### src/rtl/cpu_run_controller.sv
// rtl/cpu_run_controller.sv - halt / single-step / free-run sequencer producing a CPU clock enable
//
// Ports:
//   clk          board clock, all logic on the rising edge
//   rst          synchronous active-high reset
//   btn_run      raw button, a press toggles between run and halt
//   btn_step     raw button, a press issues one step while halted
//   speed_sel    run rate: 00 every cycle, 01 every 256, 10 every 65536, 11 every 2^24 cycles
//   bp_en        breakpoint enable
//   bp_addr      breakpoint address
//   pc           current CPU program counter
//   cpu_ce       CPU clock enable, one cycle per instruction
//   running      high while in RUN
//   halted_at_bp high while halted because of a breakpoint
//   step_count   number of cpu_ce pulses issued since reset (wraps)
module cpu_run_controller #(
  parameter int DEBOUNCE_CYCLES = 1000000,
  parameter int PC_WIDTH        = 8,
  parameter int COUNT_WIDTH     = 16
) (
  input  logic                   clk,
  input  logic                   rst,
  input  logic                   btn_run,
  input  logic                   btn_step,
  input  logic [1:0]             speed_sel,
  input  logic                   bp_en,
  input  logic [PC_WIDTH-1:0]    bp_addr,
  input  logic [PC_WIDTH-1:0]    pc,
  output logic                   cpu_ce,
  output logic                   running,
  output logic                   halted_at_bp,
  output logic [COUNT_WIDTH-1:0] step_count
);

  localparam int DB_W = $clog2(DEBOUNCE_CYCLES + 1);
  localparam logic [DB_W-1:0] DB_MAX = DB_W'(DEBOUNCE_CYCLES - 1);

  typedef enum logic [1:0] {S_HALT, S_STEP, S_RUN} state_t;

  state_t      state, state_next;
  logic [1:0]  btn_raw;
  logic [1:0]  press;          // [0] run, [1] step
  logic        run_press, step_press;
  logic [23:0] prescaler;
  logic [23:0] period_m1;
  logic        tick;
  logic        skip_bp;
  logic        bp_hit;
  logic        bp_stop;

  assign btn_raw    = {btn_step, btn_run};
  assign run_press  = press[0];
  assign step_press = press[1];

  // Per-button synchronizer, debouncer and rising-edge detector. The press
  // pulse is taken from the registered accepted level so it is glitch free.
  for (genvar i = 0; i < 2; i++) begin : g_btn
    logic            sync1, sync2;
    logic            acc, acc_q, press_r;
    logic [DB_W-1:0] db_cnt;

    always_ff @(posedge clk) begin
      if (rst) begin
        sync1   <= 1'b0;
        sync2   <= 1'b0;
        acc     <= 1'b0;
        acc_q   <= 1'b0;
        press_r <= 1'b0;
        db_cnt  <= '0;
      end else begin
        sync1   <= btn_raw[i];
        sync2   <= sync1;
        acc_q   <= acc;
        press_r <= acc & ~acc_q;
        if (sync2 == acc) begin
          db_cnt <= '0;
        end else if (db_cnt == DB_MAX) begin
          acc    <= sync2;
          db_cnt <= '0;
        end else begin
          db_cnt <= db_cnt + DB_W'(1);
        end
      end
    end

    assign press[i] = press_r;
  end

  always_comb begin
    case (speed_sel)
      2'b00:   period_m1 = 24'h00_0000;
      2'b01:   period_m1 = 24'h00_00FF;
      2'b10:   period_m1 = 24'h00_FFFF;
      default: period_m1 = 24'hFF_FFFF;
    endcase
  end

  // >= so that lowering the period mid-run fires at once instead of wrapping.
  assign tick    = (prescaler >= period_m1);
  assign bp_hit  = bp_en & (pc == bp_addr) & ~skip_bp;
  assign bp_stop = (state == S_RUN) & ~run_press & tick & bp_hit;

  // FSM: state register
  always_ff @(posedge clk) begin
    if (rst) state <= S_HALT;
    else     state <= state_next;
  end

  // FSM: next state
  always_comb begin
    state_next = state;
    case (state)
      S_HALT: begin
        if (run_press)       state_next = S_RUN;   // run wins over a simultaneous step
        else if (step_press) state_next = S_STEP;
      end
      S_STEP: state_next = S_HALT;
      S_RUN: begin
        if (run_press || bp_stop) state_next = S_HALT;
      end
      default: state_next = S_HALT;
    endcase
  end

  // FSM: outputs
  always_comb begin
    running = (state == S_RUN);
    cpu_ce  = (state == S_STEP) |
              ((state == S_RUN) & tick & ~bp_hit & ~run_press);
  end

  // Prescaler, breakpoint bookkeeping and step counter
  always_ff @(posedge clk) begin
    if (rst) begin
      prescaler    <= '0;
      skip_bp      <= 1'b0;
      halted_at_bp <= 1'b0;
      step_count   <= '0;
    end else begin
      // Counts only while staying in RUN, so it is zero on entry and in HALT.
      if (state == S_RUN && state_next == S_RUN)
        prescaler <= tick ? 24'd0 : prescaler + 24'd1;
      else
        prescaler <= 24'd0;

      // Resuming from a breakpoint address must execute that instruction once.
      if (state == S_HALT && state_next == S_RUN)
        skip_bp <= 1'b1;
      else if (state == S_RUN && cpu_ce)
        skip_bp <= 1'b0;

      if (bp_stop)
        halted_at_bp <= 1'b1;
      else if (state == S_HALT && state_next != S_HALT)
        halted_at_bp <= 1'b0;

      if (cpu_ce)
        step_count <= step_count + COUNT_WIDTH'(1);
    end
  end

endmodule

### config.mk
export PLATFORM = sky130hd
export DESIGN_NAME = cpu_run_controller
export DESIGN_NICKNAME = d
export VERILOG_FILES = /design/src/rtl/cpu_run_controller.sv
export SDC_FILE = /design/constraint.sdc
export NUM_CORES = 1
export LEC_CHECK = 0
export BUFFER_PORTS_ARGS = -buffer_cell sky130_fd_sc_hd__buf_4
export CAP_MARGIN = 20
export CORE_MARGIN = 5
export CORE_UTILIZATION = 64
export CTS_BUF_LIST = sky130_fd_sc_hd__clkbuf_8 sky130_fd_sc_hd__clkbuf_16
export CTS_CLUSTER_SIZE = 20
export DETAILED_ROUTE_END_ITERATION = 8
export GPL_TIMING_DRIVEN = 0
export PLACE_DENSITY = 0.92
export SLEW_MARGIN = 20
export SYNTH_ARGS = -nofsm -noshare
export SYNTH_HDL_FRONTEND = slang
export SYNTH_SLANG_ARGS = --single-unit
### constraint.sdc
create_clock -name clk -period 4.7 [get_ports clk]
set_input_delay 0 -clock clk [delete_from_list [all_inputs] [get_ports clk]]
set_output_delay 0 -clock clk [all_outputs]
set_load 0.01 [all_outputs]
# Word-level counts from Yosys, hierarchy flattened
# Cells that the tools add are included.
[word_totals] reg_bits=94 latchBits=0 mem_bits_rw=0 romBits=0 inputBits=23 n_memories=0
[op_classes] add_sub_neg=4 multipliers=0 n_div=0 n_lt_le_gt_ge=1 eq_ne=10 shifts=0 mux=9 n_bitwise=19 reduce_logical=15
[ops] op="case mux 24 bit (3 select lines)" n=1
[ops] op="adder 20 x 1 -> 20 bit, second input constant" n=2
[ops] op="== test 20 bit, second input constant" n=2
[ops] op="adder 24 x 1 -> 24 bit, second input constant" n=1
[ops] op="greater-or-equal comparator 24 bit" n=1
[ops] op="adder 16 x 1 -> 16 bit, second input constant" n=1
[ops] op="AND 1 bit" n=10
[ops] op="OR reduction 3 bit" n=3
[ops] op="== test 8 bit" n=1
[ops] op="inverter 1 bit" n=8
[ops] op="== test 2 bit, second input constant" n=3
[ops] op="2-to-1 mux 2 bit" n=3
[ops] op="nonzero test 2 bit" n=3
[ops] op="== test 2 x 1 -> 1 bit, second input constant" n=2
[ops] op="logical AND 1 bit" n=4
[ops] op="zero test 2 bit" n=2
[ops] op="2-to-1 mux 1 bit" n=4
[ops] op="case mux 2 bit (2 select lines)" n=1
[ops] op="AND reduction 2 bit" n=2
[ops] op="== test 1 bit" n=2
[ops] op="logical OR 1 bit" n=1
[ops] op="bitwise OR 1 bit" n=1

# Logic depth before layout (Yosys ltp)
[logic_depth] ltp_word=12 mapped_depth=11 depth_no_buf=10

# Worst setup path before layout
# No wires, ideal clock.
[synth_path] path_kind="register to register" from="register prescaler[22]" to="register step_count[4]" t_arrival_ns=2.699 required_time_ns=4.630 path_slack_ns=1.931 stages_incl_launch_ff=10 path_buffers=1 synth_period_minus_slack_ns=2.769 path_cell_list="dfxtp_1 > ha_1 > and4_4 > nand4_2 > or3_4 > a2111oi_4 > nor4_2 > buf_6 > or4_1 > a21oi_1"
[synth_via] elab_chain_cells=5
[synth_lines] item="start, declared" line_no="44" text="logic [23:0] prescaler;"
[synth_lines] item="start signal, assigned" line_no="142" text="prescaler <= tick ? 24'd0 : prescaler + 24'd1;"
[synth_lines] item="greater-or-equal comparator 24 bit" line_no="99" text="assign tick = (prescaler >= period_m1);"
[synth_lines] item="AND 1 bit (3 in a row)" line_no="129" text="((state == S_RUN) & tick & ~bp_hit & ~run_press);"
[synth_lines] item="bitwise OR 1 bit" line_no="128" text="cpu_ce = (state == S_STEP) |"
[synth_lines] item="end signal, assigned" line_no="158" text="step_count <= step_count + COUNT_WIDTH'(1);"
[synth_lines] item="end, declared" line_no="32" text="output logic [COUNT_WIDTH-1:0] step_count"
# No other way between the ends.
# A chain may end at the register's enable or synchronous reset.

# Worst setup path in the final report
[layout_path] from="register prescaler[22]" to="register prescaler[18]"
[layout_via] elab_chain_cells=10
[layout_lines] item="greater-or-equal comparator 24 bit (*)" line_no="99"
[layout_lines] item="AND 1 bit (2 in a row)" line_no="101" text="assign bp_stop = (state == S_RUN) & ~run_press & tick & bp_hit;"
[layout_lines] item="logical OR 1 bit" line_no="119" text="if (run_press || bp_stop) state_next = S_HALT;"
[layout_lines] item="2-to-1 mux 2 bit" line_no="119"
[layout_lines] item="case mux 2 bit (2 select lines)" line_no="112" text="case (state)"
[layout_lines] item="== test 2 bit" line_no="141" text="if (state == S_RUN && state_next == S_RUN)"
[layout_lines] item="logical AND 1 bit" line_no="141"
[layout_lines] item="inverter 1 bit (no line)"
[layout_lines] item="OR reduction 3 bit (no line) (*)"
# Mark *: on every way between the ends. The rest lies on a longest branch, timed or not.

==> flow_summary.toml <==
[outcome]
status = "complete, no violations"

[clocking]
cts_tree = "yes"
postCtsSetupBuffers = 0
root_buffer = "clkbuf_8"
clock_latency_ns = 0.37
clock_sinks = 94
ctsHtreeMaxLevel = 3
cts_resized = 0
cts_buffer_depth = 2
cts.clk_slew.worst_paths_ns = 0.09
cts_hold_buf = 3
cts_made_buffers = 9

[yosys]
yosysSeqAreaShare_pct = 39.0
synth_compound_area_share_pct = 8.81
netlist_instances = 559
syn_avg_cell_area_um2 = 8.64
synth.distinct_cells = 50
synth_nets = 608
synth_mux_area_share_pct = 2.28
synth_xor_area_share_pct = 12.3
synth_top_family_by_area = "simple AND/OR/NAND/NOR gates"
synthSimpleGateAreaFrac_pct = 28.4
synthAdderAreaFrac_pct = 6.74
synth_seq_cells = 94
netlist_area_mm2 = 0.00483
async_flop_share_pct = 0
synth_edf_count = 0
synth_flop_cell = "dfxtp_1"
synth_warnings = 0

[pwr]
ir_drop_mv = 0.197
power.density_mw_per_mm2 = 252
total_leakage_power_nw = 2.03

[timing]
worst_pin_slew_ns = 0.607
setup_viol = 0
timing_hold_violations_final = 0
fmax_mhz = 312
fin_skew_ns = 0.0136
period_share_pct = 68.1
fin_tns_setup_ns = 0
rsz0062_at_grt = "no"
max-slew-margin-rel_pct = 59.5
slew_viol_final = 0
min_period_ns = 3.20

[route]
vias = 4215
viasPerCell = 5.87
antenna_left = 0
wl_per_cell_um = 14.7
drcViolationCount = 0
first_pass_iters = 5
drtIter0Drc = 200
wirelength_mm = 10.6

[floorplanning]
coreArea_mm2 = 0.00729
die_w_um = 96.8
dieArea_mm2 = 0.00938
core.rowCount = 31
top_level_ports = 42
initial_core_util_pct = 66.2
die-height_um = 96.8

[grt]
grt_max_degree = 19
grt_pass1_wl_mm = 18.4
grt_pass1_vias = 4134
grt.total_usage_pct = 23.1
antenna_found_initial = 0
overflow = 0

[placement]
hpwl_mm = 7.81
globalplace.congestion = 0.841
place_inst = 699
port-buffer-count = 41

[cells_and_area]
fillers = 537
final_nets = 663
multiInputGateArea_mm2 = 0.00283
drive_above_1_share_pct = 12.3
diodes = 0
area_delta_synth_final_pct = 13.5
layout.cells.non_filler = 718
seq_area_mm2 = 0.00188

[worst_setup_path]
startpoint = "prescaler[22]"
cp.arrival_ns = 3.45
cp.required_ns = 4.94
r2r_start = "prescaler[22]"
end_kind = "register"
cp_max_fo = 10
startpoint_type = "register"
path_class = "register to register"

[hold_path]
holdCritStartpoint = "bp_en"
hold_class = "primary input to register"

[run]
drv_cap = 0
## registers in the layout, summed over array words and instances (netlist names)
name,cells
step_count,16
g_btn.sync1,2
g_btn.acc,2
prescaler,24
skip_bp,1
g_btn.acc_q,2
g_btn.db_cnt,40
g_btn.press_r,2
state,2
halted_at_bp,1
g_btn.sync2,2
## per-stage QoR
stage	util (%)	hold WS (ns)	area (um^2)	worst slack, ns	power [W]
final	75.1	0.181	5480	1.50	0.00138
after global routing	75.1	0.199	5480	1.26	0.00144
after CTS	75.1	0.144	5480	1.54	0.00139
after detailed placement	72.1	0.218	5260	1.50	0.000875
after global placement	72.1	0.215	5260	1.56	0.000870
after floorplan	-	0.128	4830	1.93	0.000849
## final timing paths
check,to,slack [ns],cells past startpoint
max,prescaler[18],1.50,9
min,halted_at_bp,0.18,5
max reg2reg,prescaler[18],1.50,9
min reg2reg,g_btn[0].press_r,0.39,1
## cell type report
cell class / instances / area share [%]
multi-input cells: 435 / 51.6
flip-flops and latches: 94 / 34.4
clock buffers: 9 / 2.26
plain buffers: 19 / 1.44
well taps: 99 / 2.26
clock inverters: 7 / 1.17
repair buffers: 44 / 6.17
inverters: 11 / 0.754
## power by group
group / switching, W / internal (W)
clock: 0.000318 / 0.000205
sequential: 0.00000127 / 0.000798
combinational: 0.0000302 / 0.0000293
## synthesized netlist by cell type (all sizes together), types with 2 or more instances
cell type / n / area (um^2)
o211a: 2 / 20.0
o31ai: 6 / 45.0
a21oi: 12 / 60.1
a311oi: 2 / 17.5
o21ai: 7 / 35.0
nor2: 96 / 360
inv: 11 / 41.3
dfxtp: 94 / 1880
o221ai: 3 / 26.3
o211ai: 6 / 45.0
xnor2: 31 / 272
nor3: 8 / 40.0
a21o: 4 / 30.0
buf: 3 / 18.8
nand3: 46 / 230
and3: 16 / 100
a211oi: 2 / 15.0
or4: 5 / 37.5
nor4: 5 / 37.5
and4: 6 / 55.1
nand4: 21 / 138
or3: 6 / 42.5
nor4b: 3 / 26.3
o21a: 3 / 22.5
xor2: 37 / 324
mux2: 8 / 90.1
nand2: 33 / 124
o22ai: 2 / 12.5
mux2i: 2 / 20.0
clkbuf: 16 / 60.1
nor2b: 21 / 131
and2: 2 / 12.5
ha: 26 / 325
or2: 3 / 18.8
## cells by family (layout without fill, tap and decap cells)
group / Yosys count / after routing
adders and majority gates: 26 / 26
DFF: 94 / 94
xor gates and xnor gates: 68 / 68
AOI/OAI and AO/OA: 58 / 58
muxes: 10 / 10
and+or+nand+nor: 273 / 273
buffers and inverters: 30 / 90
## layout by cell type, fill, tap and decap left out, drive strengths merged, types with 2 or more instances in the layout
master       count
and2             2
nor4b            3
clkbuf          25
o211a            2
ha              26
o31ai            6
mux2             8
nor3             8
clkinv           2
and3            16
xnor2           31
dfxtp           94
or4              5
o211ai           6
o21a             3
or3              6
inv             15
a21o             4
o221ai           3
mux2i            2
nor2            96
nor4             5
dlygate4sd3      3
o21ai            7
nand2           33
a311oi           2
nand4           21
nor2b           21
a21oi           12
nand3           46
o22ai            2
buf             44
a211oi           2
xor2            37
and4             6
or2              3
## worst max-delay path: stages, from the launching register on
cell	delay [ns]
dfxtp_1	0.35
ha_1	0.32
and4_4	0.26
nand4_2	0.13
or3_4	0.43
a2111oi_4	0.62
nor2_1	0.29
nand2_1	0.22
clkbuf_1	0.36
nor2_1	0.11
## routing by layer
layer / wire length (um) / track usage [%] / share of wire [%]
met4: 259 / 11.7 / 2.4
met1: 4660 / 28.5 / 44
met3: 558 / 4.46 / 5.3
met5: 0 / 0 / 0
met2: 5110 / 38.2 / 48
(Power assumes the default switching activity.)
